$ cat config.mk
export PLATFORM = sky130hd
export DESIGN_NAME = sid_bus_if
export DESIGN_NICKNAME = d
export VERILOG_FILES = /design/src/rtl/sid_bus_if.sv
export SDC_FILE = /design/constraint.sdc
export NUM_CORES = 1
export LEC_CHECK = 0
export CAP_MARGIN = 10
export CORE_MARGIN = 8
export CORE_UTILIZATION = 31
export CTS_BUF_LIST = sky130_fd_sc_hd__clkbuf_16
export CTS_CLUSTER_SIZE = 40
export DETAILED_ROUTE_END_ITERATION = 16
export SYNTH_ARGS = -nofsm -noshare
export SYNTH_HDL_FRONTEND = slang
export SYNTH_SLANG_ARGS = --single-unit
$ cat constraint.sdc
create_clock -name clk -period 6.7 [get_ports clk]
set_clock_uncertainty 0.05 [all_clocks]
set_input_delay 1.34 -clock clk [delete_from_list [all_inputs] [get_ports clk]]
set_output_delay 1.34 -clock clk [all_outputs]
set_load 0.03 [all_outputs]
$ cat src/rtl/sid_bus_if.sv
// sid_bus_if: host bus interface for the SID register file.
//
// Takes one host access at a time and runs it as a short sequence:
// IDLE -> WRITE or READ -> ACK -> RELEASE -> IDLE.
// It also keeps the data-bus latch, which clears to 0x00 after
// DECAY_CYCLES clkEn ticks with no bus access.
//
// Ports
//   clk            master clock; all state changes on its rising edge
//   iRst           synchronous, active-high reset
//   clkEn          1 MHz tick, one clk wide; drives only the decay counter
//   iReq           host request; held high until oAck, then dropped
//   iRW            1 = read, 0 = write; sampled with iReq
//   iA[4:0]        register address; sampled with iReq
//   iD[7:0]        write data; sampled with iReq
//   oAck           one-cycle access-complete pulse
//   oD[7:0]        read data; valid from oAck until the next read completes
//   oWE            one-cycle register-file write strobe
//   oAddr[4:0]     register-file address; stable until the next write is accepted
//   oDataW[7:0]    register-file write data; same stability as oAddr
//   iPotX/iPotY/iOsc3/iEnv3[7:0]  read sources for 0x19..0x1C
//
// state   | meaning
// IDLE    | waiting for iReq; samples iRW/iA/iD when it is seen
// WRITE   | oWE pulse, bus latch loaded with the write data
// READ    | oD loaded from the read mux
// ACK     | oAck pulse
// RELEASE | waiting for the host to drop iReq

module sid_bus_if #(
  parameter int DECAY_CYCLES = 2048
) (
  input  logic       clk,
  input  logic       iRst,
  input  logic       clkEn,
  input  logic       iReq,
  input  logic       iRW,
  input  logic [4:0] iA,
  input  logic [7:0] iD,
  output logic       oAck,
  output logic [7:0] oD,
  output logic       oWE,
  output logic [4:0] oAddr,
  output logic [7:0] oDataW,
  input  logic [7:0] iPotX,
  input  logic [7:0] iPotY,
  input  logic [7:0] iOsc3,
  input  logic [7:0] iEnv3
);

  localparam logic [15:0] DECAY_TC = 16'(DECAY_CYCLES);

  typedef enum logic [2:0] {
    S_IDLE,
    S_WRITE,
    S_READ,
    S_ACK,
    S_RELEASE
  } state_t;

  state_t      state, state_nx;
  logic [4:0]  addr_q;
  logic [7:0]  bus_latch;
  logic [15:0] decay_cnt;
  logic [7:0]  rd_mux;
  logic        rd_live;

  // Only the four live read sources refresh the bus latch; every other
  // address returns whatever is still on the bus.
  always_comb begin
    rd_mux  = bus_latch;
    rd_live = 1'b1;
    case (addr_q)
      5'h19:   rd_mux = iPotX;
      5'h1A:   rd_mux = iPotY;
      5'h1B:   rd_mux = iOsc3;
      5'h1C:   rd_mux = iEnv3;
      default: rd_live = 1'b0;
    endcase
  end

  always_comb begin
    state_nx = state;
    oWE      = 1'b0;
    oAck     = 1'b0;
    case (state)
      S_IDLE: begin
        if (iReq) state_nx = iRW ? S_READ : S_WRITE;
      end
      S_WRITE: begin
        oWE      = 1'b1;
        state_nx = S_ACK;
      end
      S_READ: begin
        state_nx = S_ACK;
      end
      S_ACK: begin
        oAck     = 1'b1;
        state_nx = S_RELEASE;
      end
      S_RELEASE: begin
        if (!iReq) state_nx = S_IDLE;
      end
      default: state_nx = S_IDLE;
    endcase
    // Reset aborts the access in flight: the strobes are suppressed in the
    // very cycle reset is asserted, not one cycle later.
    if (iRst) begin
      oWE  = 1'b0;
      oAck = 1'b0;
    end
  end

  always_ff @(posedge clk) begin
    if (iRst) begin
      state     <= S_IDLE;
      addr_q    <= '0;
      oD        <= '0;
      oAddr     <= '0;
      oDataW    <= '0;
      bus_latch <= '0;
      decay_cnt <= '0;
    end else begin
      state <= state_nx;

      // oAddr/oDataW are only touched when a write is accepted, so they
      // stay stable across reads and idle periods.
      if (state == S_IDLE && iReq) begin
        addr_q <= iA;
        if (!iRW) begin
          oAddr  <= iA;
          oDataW <= iD;
        end
      end

      if (state == S_READ) oD <= rd_mux;

      // A bus access beats both the clkEn increment and decay.
      if (state == S_WRITE) begin
        bus_latch <= oDataW;
        decay_cnt <= '0;
      end else if (state == S_READ) begin
        if (rd_live) bus_latch <= rd_mux;
        decay_cnt <= '0;
      end else if (clkEn && decay_cnt != DECAY_TC) begin
        decay_cnt <= decay_cnt + 16'd1;
        if (decay_cnt + 16'd1 == DECAY_TC) bus_latch <= '0;
      end
    end
  end

endmodule

Word-level counts from Yosys, hierarchy flattened:

Cells that the tools add are included.
Widths: inputs -> output; s select.

* register bits after elaboration: 53
* bits of input ports: 50
* output and inout port bits: 23

* add/sub/neg operators: 1
* equal/unequal tests: 13
* multiplexer cells: 15
* bitwise logic cells: 1
* reduce and logical (&&, ||, !) cells: 11

Operators by type and width (number)
* $mux 8: 5
* $pmux 8 s4: 1
* $eq 5x5->1 const B: 4
* $add 16x1->16 const B: 1
* $eq 16x12->1 const B: 1
* $ne 16x12->1 const B: 1
* $pmux 3 s4: 1
* $eq 3x2->1 const B: 2
* $mux 3: 2
* $reduce_bool 3->1: 2
* $mux 1: 5
* $ne 2x2->1 const B: 2
* $reduce_and 2->1: 2
* $reduce_or 4->1: 1
* $eq 3x1->1 const B: 1
* $eq 3x3->1 const B: 1
* $logic_not 3->1: 1
* $ne 3x2->1 const B: 1
* $reduce_and 3->1: 1
* $reduce_or 3->1: 1
* $logic_and 1x1->1: 2
* $mux 2: 1
* $reduce_or 2->1: 1
* $not 1->1: 1

Longest topological paths before layout:

Gate-level depths: netlist (run 1).

* depth after elaboration: 6
* mapped depth: 8
* depth with buffers taken out: 7

Worst setup path after synthesis (run 1):

OpenSTA, ideal clock, no wires.

* path type: input to output
* from: input port iRst
* to: output port oAck
* data arrival time: 2.387 ns
* required time: 5.310 ns
* setup slack: 2.923 ns
* cell stages on the path: 3
* buffers on the path: 2
* cell sequence: clkbuf_1 -> clkbuf_1 -> nor3_1

* cells in the longest elaborated chain, start to end: 1

Ends and longest elaborated chain
* start, declared: RTL line 34 `input logic iRst,`
* $mux 1: RTL line 108 `if (iRst) begin`
* end, declared: RTL line 40 `output logic oAck,`

No other way between the ends.

Final worst setup path (run 1):

* from: input port iRst
* to: output port oWE

* cells in the longest elaborated chain, start to end: 1

Ends and longest elaborated chain
* $mux 1: RTL line 108
* end, declared: RTL line 42 `output logic oWE,`

No other way between the ends.

==> flow_summary.toml, run 1 <==
[worst_setup_path]
critical_path.top_delay_family = "buffers and inverters"
crit_top_cell = "clkdlybuf4s50_1"
worst_setup_path_end_kind = "primary output"
cp.required_ns = 5.31
critPathArrivalTime_ns = 3.58
cpPeakStageDelay_ns = 0.85
r2r_cells = 7
crit_chain = "clkdlybuf4s50_1 -> buf_4 -> nor3_1 -> clkdlybuf4s50_1"
critPathBufInv = 3
worstSetupPathType = "primary input to primary output"
crit_fanout = 40
r2r-end = "bus_latch[2]"
crit_slowest_cell = "clkdlybuf4s50_1"
start_kind = "primary input"
r2r_slack_ns = 4.04
r2r-start = "decay_cnt[0]"

[synth]
ys_seq_area_frac = 0.3885
yosysWarnings = 0
synth_area_per_cell_um2 = 8.430
synthCells = 324
synth_edf_count = 0
synth.distinct_cells = 47
synthArstFlopShare = 0
syn_nets = 377
syn_area_mm2 = 0.002731
synthFlopType = "dfxtp_1"
ys_ff_latch = 53

[sta]
hold_viol = 0
worstMarginPinSlew_ns = 0.9164
whs_ns = 0.4054
slew_headroom = 0.3864
fin_crit_sh = 0.7420
tns_ns = 0
setup_violations = 0
drv_slew = 0
fmax_mhz = 201.1
period_needed_ns = 4.972
rsz0062_at_grt = "false"

[routing]
vias = 2553
routed_via_density = 5.137
drc = 0
post_drt_wl_per_cell_um = 14.84
routed_wirelength_um = 7373
drtAntennaViolNets = 0
drtIter0Drc = 88
firstDrtPassIters = 4

[grt]
gr-total-overflow = 0
first_global_vias = 2656
use_met1 = 0.1543
grt_max_degree = 41
gr-max-usage-layer = "met2"
use_met3 = 0.05803
grt_pass1_wl_um = 12560
use_met2 = 0.2042
antenna_found_initial = 0
grt_usage = 0.1290

[finish]
diodes = 0
ff_latch_area_mm2 = 0.001061
n_fill_cell = 882
final_cell_mix = "clkdlybuf4s50_1, dfxtp_1, nor2_1, nand2_1, mux2i_1"
final_common_cell = "clkdlybuf4s50_1"
drive_above_1_share = 0.03342
area_growth_syn_to_layout_pct = 34.45
multi_input_area_mm2 = 0.001573
layout.nets = 441

[placed_design]
port_buffers = 72
place.gp.congestion = 0.8212
place_hpwl_um = 5618

[floorplan]
rows = 34
io_pins = 73
die_area_mm2 = 0.01207
dieWidth_um = 109.9
start_util = 0.3163
core_area_mm2 = 0.008636
die_h_um = 109.9

[run]
maxCapViolCount = 0

[clocking]
ctsHoldBuffers = 0
clock_path_buffers = 2
cts_resized = 0
cts_num_sinks = 53
clk_pin_slew_ns = 0.07
numCtsBuffers = 5
cts_tree = "built"
cts_root_buffer = "clkbuf_16"
post_cts_buffers = 0
h-tree-depth = 2
insertion_delay_ns = 0.29

[pwr]
pwr-share-seq = 0.466
p_int_mw = 0.5431
vdd_drop_max_mv = 0.1029
p_clk_frac = 0.329
swShare = 0.2772
p_leak_nw = 1.272
switching_power_mw = 0.2083
combPwrFrac = 0.205
p_per_area_mw_per_mm2 = 204.6

[worst_hold_path]
holdPathStages = 2
hp-class = "register to register"
min_to = "oAddr[1]"
hold_start = "oAddr[1]"

[run_status]
status = "complete, no violations"
[cell usage after synthesis, drive strengths merged (2+ instances only)]
cell type / instances / area, um^2
a211o: 2 / 17.52
a211oi: 8 / 60.06
a21oi: 18 / 90.09
a221oi: 8 / 70.07
a2bb2oi: 8 / 70.07
a31oi: 2 / 12.51
and3: 3 / 18.77
buf: 3 / 13.76
clkbuf: 14 / 53.80
dfxtp: 53 / 1061
ha: 3 / 37.54
inv: 8 / 30.03
mux2i: 22 / 220.2
nand2: 39 / 146.4
nand2b: 11 / 68.82
nand3: 7 / 35.03
nand4: 11 / 68.82
nor2: 45 / 168.9
nor3: 5 / 25.02
nor3b: 2 / 20.02
o2111ai: 2 / 17.52
o21ai: 3 / 15.01
o2bb2ai: 7 / 61.31
or3: 6 / 37.54
xnor2: 3 / 26.28
xor2: 14 / 122.6
[how the worst max path moves through the flow]
stage,depth (start not counted),slack [ns],startpoint,endpoint
detailed placement,4,1.68,iRst,oWE
global placement,4,1.69,iRst,oWE
CTS,4,1.67,iRst,oWE
finish,4,1.73,iRst,oWE
floorplan,3,2.92,iRst,oAck
global route,4,1.51,iRst,oWE
[worst register-to-register path, stage by stage (launching register included)]
cell	delay [ns]
dfxtp_1	0.49
inv_1	0.09
ha_1	0.22
nand4_1	0.11
o41a_1	0.56
nor4bb_1	0.56
a32oi_4	0.27
mux2i_1	0.18
[power groups by stage]
| stage | logic, mW | clock network [mW] | registers, mW |
|---|---|---|---|
| 6_report | 0.154 | 0.247 | 0.350 |
| 5_1_grt | 0.168 | 0.267 | 0.354 |
| 4_1_cts | 0.157 | 0.256 | 0.350 |
| 3_5_place_dp | 0.156 | 0 | 0.357 |
| 3_3_place_gp | 0.155 | 0 | 0.357 |
| 2_1_floorplan | 0.0711 | 0 | 0.372 |
[registers in the layout, indices dropped and copies added, names as in the netlist]
name and count:
decay_cnt 16, bus_latch 8, oD 8, oDataW 8
addr_q 5, oAddr 5, state 3
[kinds of logic after synthesis]
logic type / share of synthesized area
flops: 0.3885
simple gates: 0.2437
fa+ha+maj: 0.01374
buf+inv: 0.03573
mux: 0.08062
compound gates: 0.1832
xor+xnor: 0.05451
[final cells by class]
type	instances	area share
multi-input combinational	246	0.4283
timing repair buffer	74	0.2003
clock inverter	3	0.003407
inverter	8	0.008177
sequential	53	0.2889
clock buffer	5	0.03407
tap	108	0.03680
[through the flow]
stage	util	setup slack [ns]	cell area [um^2]	std cells	total power [mW]
floorplan	-	2.923	2731	324	0.4427
global placement	0.4093	1.691	3535	489	0.5117
detailed placement	0.4093	1.684	3535	489	0.5132
CTS	0.4252	1.669	3672	497	0.7634
global route	0.4252	1.507	3672	497	0.7886
finish	0.4252	1.728	3672	497	0.7514
[per-layer routing]
| metal | wire, um | up-vias |
|---|---|---|
| met3 | 677 | 6 |
| met2 | 3332 | 81 |
| met1 | 3295 | 1174 |
| met5 | 0 | - |
| met4 | 67 | 0 |
| li1 | - | 1292 |
Note: power is estimated with default switching activity, not from simulation.
==> run 2: changes to the inputs <==
Clock period 6.7 ns to 4.95 ns, I/O delays scaled along.
==> run 2 against run 1 <==
Compared with the run above: setup slack worse by 0.43 ns; register-to-register slack worse by 1.7 ns; global-route usage hardly changed; combinational power grew 38%; final cell count up 0.40%; clock power grew 40%; utilization increased by 0.25 points; worst hold slack gained 0.0073 ns; power is 37% higher; sequential power up 35%; largest cell class unchanged; highest routed layer unchanged.
==> flow_summary.toml, run 2 (synthesis results as in run 1) <==
[run_status]
status = "complete, no violations"

[routing]
drc = 0
routed_via_density = 5.068
firstDrtPassIters = 4
post_drt_wl_per_cell_um = 14.97
drtIter0Drc = 157
vias = 2529
routed_wirelength_um = 7470
drtAntennaViolNets = 0

[worst_setup_path]
r2r_slack_ns = 2.31
worst_setup_path_end_kind = "primary output"
r2r_cells = 7
worstSetupPathType = "primary input to primary output"
cp.required_ns = 3.91
critPathArrivalTime_ns = 2.61
crit_fanout = 39
r2r-start = "decay_cnt[0]"
r2r-end = "bus_latch[3]"
start_kind = "primary input"

[finish]
final_cell_mix = "clkdlybuf4s50_1, dfxtp_1, nor2_1, nand2_1, mux2i_1"
final_common_cell = "clkdlybuf4s50_1"
largest_register_ffs = 16
layout.nets = 443
diodes = 0
drive_above_1_share = 0.04092
largest_register = "decay_cnt"
stdcell_count = 499
area_growth_syn_to_layout_pct = 35.23

[clocking]
cts_root_buffer = "clkbuf_16"
cts_resized = 0
h-tree-depth = 2
insertion_delay_ns = 0.29
cts_num_sinks = 53
cts_tree = "built"
numCtsBuffers = 5
clock_path_buffers = 2
post_cts_buffers = 0
clk_pin_slew_ns = 0.07
ctsHoldBuffers = 0

[pwr]
p_per_area_mw_per_mm2 = 279.2
vdd_drop_max_mv = 0.1334
p_leak_nw = 1.281

[grt]
grt_max_degree = 40
grt_pass1_wl_um = 12500
grt_usage = 0.1289
first_global_vias = 2585
antenna_found_initial = 0
gr-total-overflow = 0

[sta]
fmax_mhz = 273.8
setup_ws_ns = 1.298
setup_violations = 0
drv_slew = 0
tns_ns = 0
hold_viol = 0
fin_crit_sh = 0.7378
rsz0062_at_grt = "false"
worstMarginPinSlew_ns = 0.8038
period_needed_ns = 3.652
slew_headroom = 0.4627

[run]
maxCapViolCount = 0

[floorplan]
die_h_um = 109.9
dieWidth_um = 109.9
rows = 34
die_area_mm2 = 0.01207
start_util = 0.3163
core_area_mm2 = 0.008636
io_pins = 73

[worst_hold_path]
min_to = "oAddr[4]"
holdPathStages = 2
hold_start = "oAddr[4]"
hp-class = "register to register"

[placed_design]
port_buffers = 72
place.gp.congestion = 0.8355
dp_slack_ns = 1.277
dp.cells = 491
place_hpwl_um = 5681
## run 2: cell types whose count changed in the layout (fill, tap and decap cells not counted)
cell | before | now
clkinvlp_4 | 0 | 2
clkinv_1 | 2 | 0
clkinv_2 | 1 | 0
buf_4 | 2 | 4
inv_1 | 8 | 9
## run 2: area by class of cell
| cell class | count | area (um^2) |
|---|---|---|
| Fill cell | 861 | 4942 |
| Multi-Input combinational cell | 246 | 1573 |
| Sequential cell | 53 | 1061 |
| Timing Repair Buffer | 76 | 750.7 |
| Tap cell | 108 | 135.1 |
| Clock buffer | 5 | 125.1 |
| Inverter | 8 | 30.03 |
| Clock inverter | 3 | 18.77 |
## run 2: worst max path at each step
stage                     from   end
after floorplan           iRst  oAck
after CTS                 iRst  oAck
after detailed placement  iRst  oAck
after global placement    iRst  oAck
final                     iRst  oAck
after global routing      iRst  oAck
## run 2: critical path: stages
cell,delay [ns]
clkdlybuf4s50_1,0.44
buf_4,0.28
nor3_1,0.21
clkdlybuf4s50_1,0.69
## run 2: power by group
| group | internal [mW] | leakage (nW) | switching [mW] |
|---|---|---|---|
| logic | 0.104 | 0.783 | 0.108 |
| clock network | 0.186 | 0.0672 | 0.160 |
| registers | 0.449 | 0.430 | 0.0244 |
| total | 0.740 | 1.28 | 0.292 |
## run 2: routing by layer
metal,wire (um),part of all wire,vias up,track usage
met5,0,0,-,0
met4,74,0.0099,0,0.03182
met3,605,0.081,6,0.05334
met2,3308,0.44,68,0.2025
met1,3481,0.47,1160,0.1595
li1,-,-,1295,-
## run 2: per-stage QoR
step                cell area (um^2)  hold WS [ns]  power [mW]    util
global placement                3550        0.3971      0.6953  0.4110
CTS                             3694        0.4125       1.046  0.4277
floorplan                       2731        0.4021      0.5992       -
detailed placement              3550        0.3995      0.6976  0.4110
global route                    3694        0.4371       1.079  0.4277
finish                          3694        0.4127       1.031  0.4277
==> RTL change 1 (settings of run 2) <==
Change the parameter `DECAY_CYCLES` from 2048 to 1536.
--- a/src/rtl/sid_bus_if.sv
+++ b/src/rtl/sid_bus_if.sv
@@ -30,3 +30,3 @@
 module sid_bus_if #(
-  parameter int DECAY_CYCLES = 2048
+  parameter int DECAY_CYCLES = 1536
 ) (
Function: same outputs for any inputs over 10 cycles, from zero or initial values and one cycle with iRst high; that may be too few to reach the edited logic, so the function may still have changed.
==> RTL change 1 against run 2 <==
  * Non-clock buffer count stayed put
  * Synthesized cell count rose by 6.8%
  * Count of clock-buffer cells in the layout unchanged
  * Sequential cell count did not move
  * Via count is 4.2% higher
  * Cell area increased by 4.4%
  * Synthesized area is 6.2% higher
  * Utilization decreased by 0.64 points
  * Setup slack worse by 0.045 ns
  * Cell count rose by 4.0%
  * Wire length grew 5.3%
  * Power is 3.8% higher
  * Largest cell class unchanged
==> RTL change 1: results (changes against run 2) <==
antenna violations before repair: 1 (was 0)
hpwl dp: 5993 um (was 5681 um)
maximum VDD drop: 151.4 uV (was 133.4 uV)
Yosys warning count: 0 (unchanged)
worst hold slack: 0.4506 ns (was 0.4127 ns)
Final Net Count: 460 (was 443)
placer congestion estimate: 0.8043 (was 0.8355)
largest net degree at the start of global routing: 37 (was 40)
Worst-path clk slew: 0.06 ns
DR WL/cell: 15.15 um (was 14.97 um)
met1 Usage GRT: 14.01% (was 15.95%)
fraction of layout cells with a size suffix above 1: 6.143% (was 4.092%)
Synth cell types: 45 (was 47)
total track usage: 12.32% (was 12.89%)
Detailed Route Iter0 Violations: 118 (was 157)
# H-tree levels: 2 (unchanged)
status: finished clean (unchanged)
global-route wire length before repair: 12830 um (was 12500 um)
Sw Share: 26.41% (was 28.28%)
Post-synth top cells: nor2_1, dfxtp_1, nand2_1, mux2i_1, nand3_1 (was dfxtp_1, nor2_1, nand2_1, mux2i_1, a21oi_1)
Pleak: 1.275 nW (was 1.281 nW)
reg2reg setup slack: 2.25 ns (was 2.31 ns)
global-route track usage on met2: 22.35% (was 20.25%)
register area share after synthesis: 36.58% (was 38.85%)
Worst Path Max Fanout: 11 (was 39)
Slew HR: 32.68% (was 46.27%)
via count: 2634 (was 2529)
Global Route met3 Usage: 2.662% (was 5.334%)
largest cells by area after synthesis: dfxtp_1, nor2_1, mux2i_1 (was dfxtp_1, mux2i_1, nor2_1)
Post-CTS Setup Bufs: 0 (unchanged)
syn_nets: 399 (was 377)
-- RTL change 1: changes by cell type in the layout (fill, tap and decap cells not counted), moves of 9 or more --
cell / delta
and4_1: +10
mux2_2: +9
nand2_1: -9
nand3b_1: +11
nor2_1: +14
nor2b_1: +10
-- RTL change 1: power groups by stage --
| stage | Combinational (W) | Clock (W) | Sequential (W) |
|---|---|---|---|
| 2_1_floorplan | 0.0000945 | 0 | 0.000502 |
| 3_3_place_gp | 0.000208 | 0 | 0.000482 |
| 3_5_place_dp | 0.000210 | 0 | 0.000483 |
| 4_1_cts | 0.000211 | 0.000396 | 0.000473 |
| 5_1_grt | 0.000229 | 0.000413 | 0.000477 |
| 6_report | 0.000211 | 0.000387 | 0.000473 |
-- RTL change 1: cells by family (layout without fill, tap and decap cells) --
group,Yosys count,after routing,synth area share (%)
adder cells (fa/ha/maj),3,3,1.294
AO/OA/AOI/OAI,53,53,13.89
other,0,1,0
flip-flops,53,53,36.58
AND/OR/NAND/NOR,168,168,29.34
multiplexers,28,28,10.05
XOR/XNOR,16,16,4.832
buffers and inverters,25,86,4.012
-- RTL change 1: layout make-up --
class                      instances  area [um2]
tap                              111       138.9
clock inverter                     2       35.03
inverter                           3       11.26
antenna                            1       2.502
sequential                        53        1061
clock buffer                       5       125.1
fill                             930        5296
timing repair buffer              76       754.5
multi-input combinational        268        1728
-- RTL change 1: worst reg2reg max path, stage by stage, from the launching register on --
cell      delay [ns]
dfxtp_1         0.34
nand2b_1        0.34
nor2_1          0.83
nor3b_1         0.10
o2111a_1        0.22
a31oi_4         0.35
mux2_2          0.38
-- RTL change 1: final timing paths --
kind,from,endpoint,cells past startpoint
setup / recovery,iRst,oAck,4
hold / removal,oAddr[1]$_SDFFE_PP0P_,oAddr[1]$_SDFFE_PP0P_,2
setup reg to reg,state[0]$_SDFFE_PP0P_,bus_latch[1]$_SDFFE_PP0P_,6
hold reg to reg,oAddr[1]$_SDFFE_PP0P_,oAddr[1]$_SDFFE_PP0P_,2
-- RTL change 1: routing by layer --
metal	part of all wire, %	vias up
met3	4.0	2
met1	44	1224
met2	52	51
met4	0.48	0
met5	0	-
li1	-	1357
-- RTL change 1: stage by stage --
step,utilization [%],setup WS (ns),std cells,cell area [um2]
finish,42.13,1.253,519,3856
global route,42.13,1.129,519,3856
CTS,41.98,1.219,517,3842
detailed placement,40.23,1.227,510,3682
global placement,40.23,1.230,510,3682
floorplan,-,1.812,346,2900
==> RTL change 2 (settings of run 2) <==
Without the edit above. Reset style: asynchronous (`iRst`), changed in one clocked block. Comments in the files are not updated.
--- a/src/rtl/sid_bus_if.sv
+++ b/src/rtl/sid_bus_if.sv
@@ -113,3 +113,3 @@
 
-  always_ff @(posedge clk) begin
+  always_ff @(posedge clk or posedge iRst) begin
     if (iRst) begin
Check against the original RTL: differs if iRst is asserted again (counterexample within 4 cycles, from zero or initial values and one cycle with iRst high); with iRst held inactive, the same outputs for 10 cycles.
==> RTL change 2 against run 2 <==
  * Sequential cell count stayed put
  * Synthesized area grew 12%
  * Cell area grew 8.6%
  * Wire length rose by 7.0%
  * Setup slack gained 0.27 ns
  * Hold slack better by 0.032 ns
  * Cell count shrank 1.6%
Power is not compared: it rests on default switching activity, and its combinational part moved more than twofold at a synthesized area within 25%.
==> RTL change 2: results (changes against run 2) <==
status: finished clean (unchanged)
Arr. time, crit path: 2.34 ns (was 2.61 ns)
Final Net Count: 410 (was 443)
Yosys warning count: 0 (unchanged)
post-cts resize count: 0 (unchanged)
DR WL met2: 3593 um (was 3308 um)
largest net degree at the start of global routing: 54 (was 40)
R2R cell count: 8 (was 7)
Vias/cell: 5.061 (was 5.068)
# H-tree levels: 2 (unchanged)
Longest Clk Path Bufs: 2 (unchanged)
Worst Path Max Fanout: 3 (was 39)
top sig layer: met4 (unchanged)
Largest register FFs: 16 (unchanged)
number of global-route vias before repair: 2627 (was 2585)
Pleak: 1.549 nW
Clk Latency, worst-skew pair: 0.29 ns (about the same)
Worst-path clk slew: 0.07 ns (about the same)
Slew HR: 32.53% (was 46.27%)
Worst Hold Path EP: oD[2]$_DFFE_PP0P_ (was oAddr[4]$_SDFFE_PP0P_)
r2r startpoint: decay_cnt[0]$_DFFE_PP0P_ (was decay_cnt[0]$_SDFFE_PP0P_)
reg2reg setup slack: 2.33 ns (was 2.31 ns)
Synth cell types: 52 (was 47)
DRT Pass-1 Iters: 4 (unchanged)
syn_nets: 349 (was 377)
maximum VDD drop: 270.6 uV
hpwl dp: 5955 um (was 5681 um)
DR WL/cell: 16.28 um (was 14.97 um)
fraction of layout cells with a size suffix above 1: 15.64% (was 4.092%)
total track usage: 12.64% (was 12.89%)
metal1 wirelength: 4001 um (was 3481 um)
hold depth: 1 (was 2)
register area share after synthesis: 43.35% (was 38.85%)
Post-synth ARST share: 100.0% (was 0%)
TritonCTS buffer count: 5 (unchanged)
ys flop type: dfrtp_1 (was dfxtp_1)
Placed Area: 3837 um2 (was 3550 um2)
placer congestion estimate: 0.7721 (was 0.8355)
global-route wire length before repair: 13540 um (was 12500 um)
Min-Delay Startpoint: oD[2]$_DFFE_PP0P_ (was oAddr[4]$_SDFFE_PP0P_)
largest cells by area after synthesis: dfrtp_1, mux2_2, mux2_4 (was dfxtp_1, mux2i_1, nor2_1)
RR Endpoint: bus_latch[5]$_DFFE_PP0P_ (was bus_latch[3]$_SDFFE_PP0P_)
Detailed Route Iter0 Violations: 153 (was 157)
Post-synth top cells: dfrtp_1, nand2_1, nor2_1, mux2_2, nand4_1 (was dfxtp_1, nor2_1, nand2_1, mux2i_1, a21oi_1)
DR WL met3: 311 um (was 605 um)
worst min path class: reg2reg (unchanged)
Post-CTS Setup Bufs: 0 (unchanged)
Setup Slack @ Placement: 1.573 ns (was 1.277 ns)
-- RTL change 2: cell types whose count changed in the layout (fill, tap and decap cells not counted), sizes merged, moves of 21 or more --
cell / delta
mux2: +26
dfxtp: -53
nor2: -23
mux2i: -21
dfrtp: +53
-- RTL change 2: power groups by stage --
stage               Combinational (W)  Clock [W]  Sequential, W
floorplan                    0.000530          0       0.000854
global placement              0.00101          0       0.000727
detailed placement            0.00102          0       0.000736
global route                  0.00110   0.000440       0.000752
finish                        0.00102   0.000409       0.000729
CTS                           0.00103   0.000420       0.000728
-- RTL change 2: how the worst max path moves through the flow --
stage / from / end / slack [ns] / cells after the start
floorplan: iRst / oAck / 2.24 / 1
global placement: iRst / oAck / 1.59 / 3
detailed placement: iRst / oWE / 1.57 / 3
CTS: iRst / oWE / 1.56 / 3
global route: iRst / oAck / 1.49 / 3
finish: iRst / oWE / 1.57 / 3
-- RTL change 2: layer usage --
layer / track usage (%) / vias to the layer above
met5: 0 / -
met2: 19.92 / 51
met1: 17.24 / 1215
met3: 2.363 / 5
li1: - / 1214
met4: 3.415 / 0
-- RTL change 2: logic make-up after synthesis --
group	Yosys count	synth area share (%)
compound gates	51	13.50
xor+xnor	17	4.867
fa+ha+maj	3	1.227
buf+inv	24	4.826
flops	53	43.35
mux	27	10.88
simple gates	121	21.35
-- RTL change 2: per-stage QoR --
| stage | hold WS, ns | std cells |
|---|---|---|
| floorplan | 0.4313 | 296 |
| global placement | 0.4266 | 483 |
| detailed placement | 0.4315 | 483 |
| CTS | 0.4482 | 491 |
| global route | 0.4563 | 491 |
| finish | 0.4445 | 491 |
-- RTL change 2: layout make-up --
class | instances | area (um2)
Fill cell | 960 | 5674
Multi-Input combinational cell | 219 | 1590
Sequential cell | 53 | 1326
Timing Repair Buffer | 75 | 743.2
Tap cell | 133 | 166.4
Clock buffer | 5 | 125.1
Clock inverter | 3 | 47.55
Inverter | 3 | 11.26
-- RTL change 2: critical path, stage by stage --
cell,delay (ns)
clkdlybuf4s50_1,0.45
nor3_1,0.19
clkdlybuf4s50_1,0.70
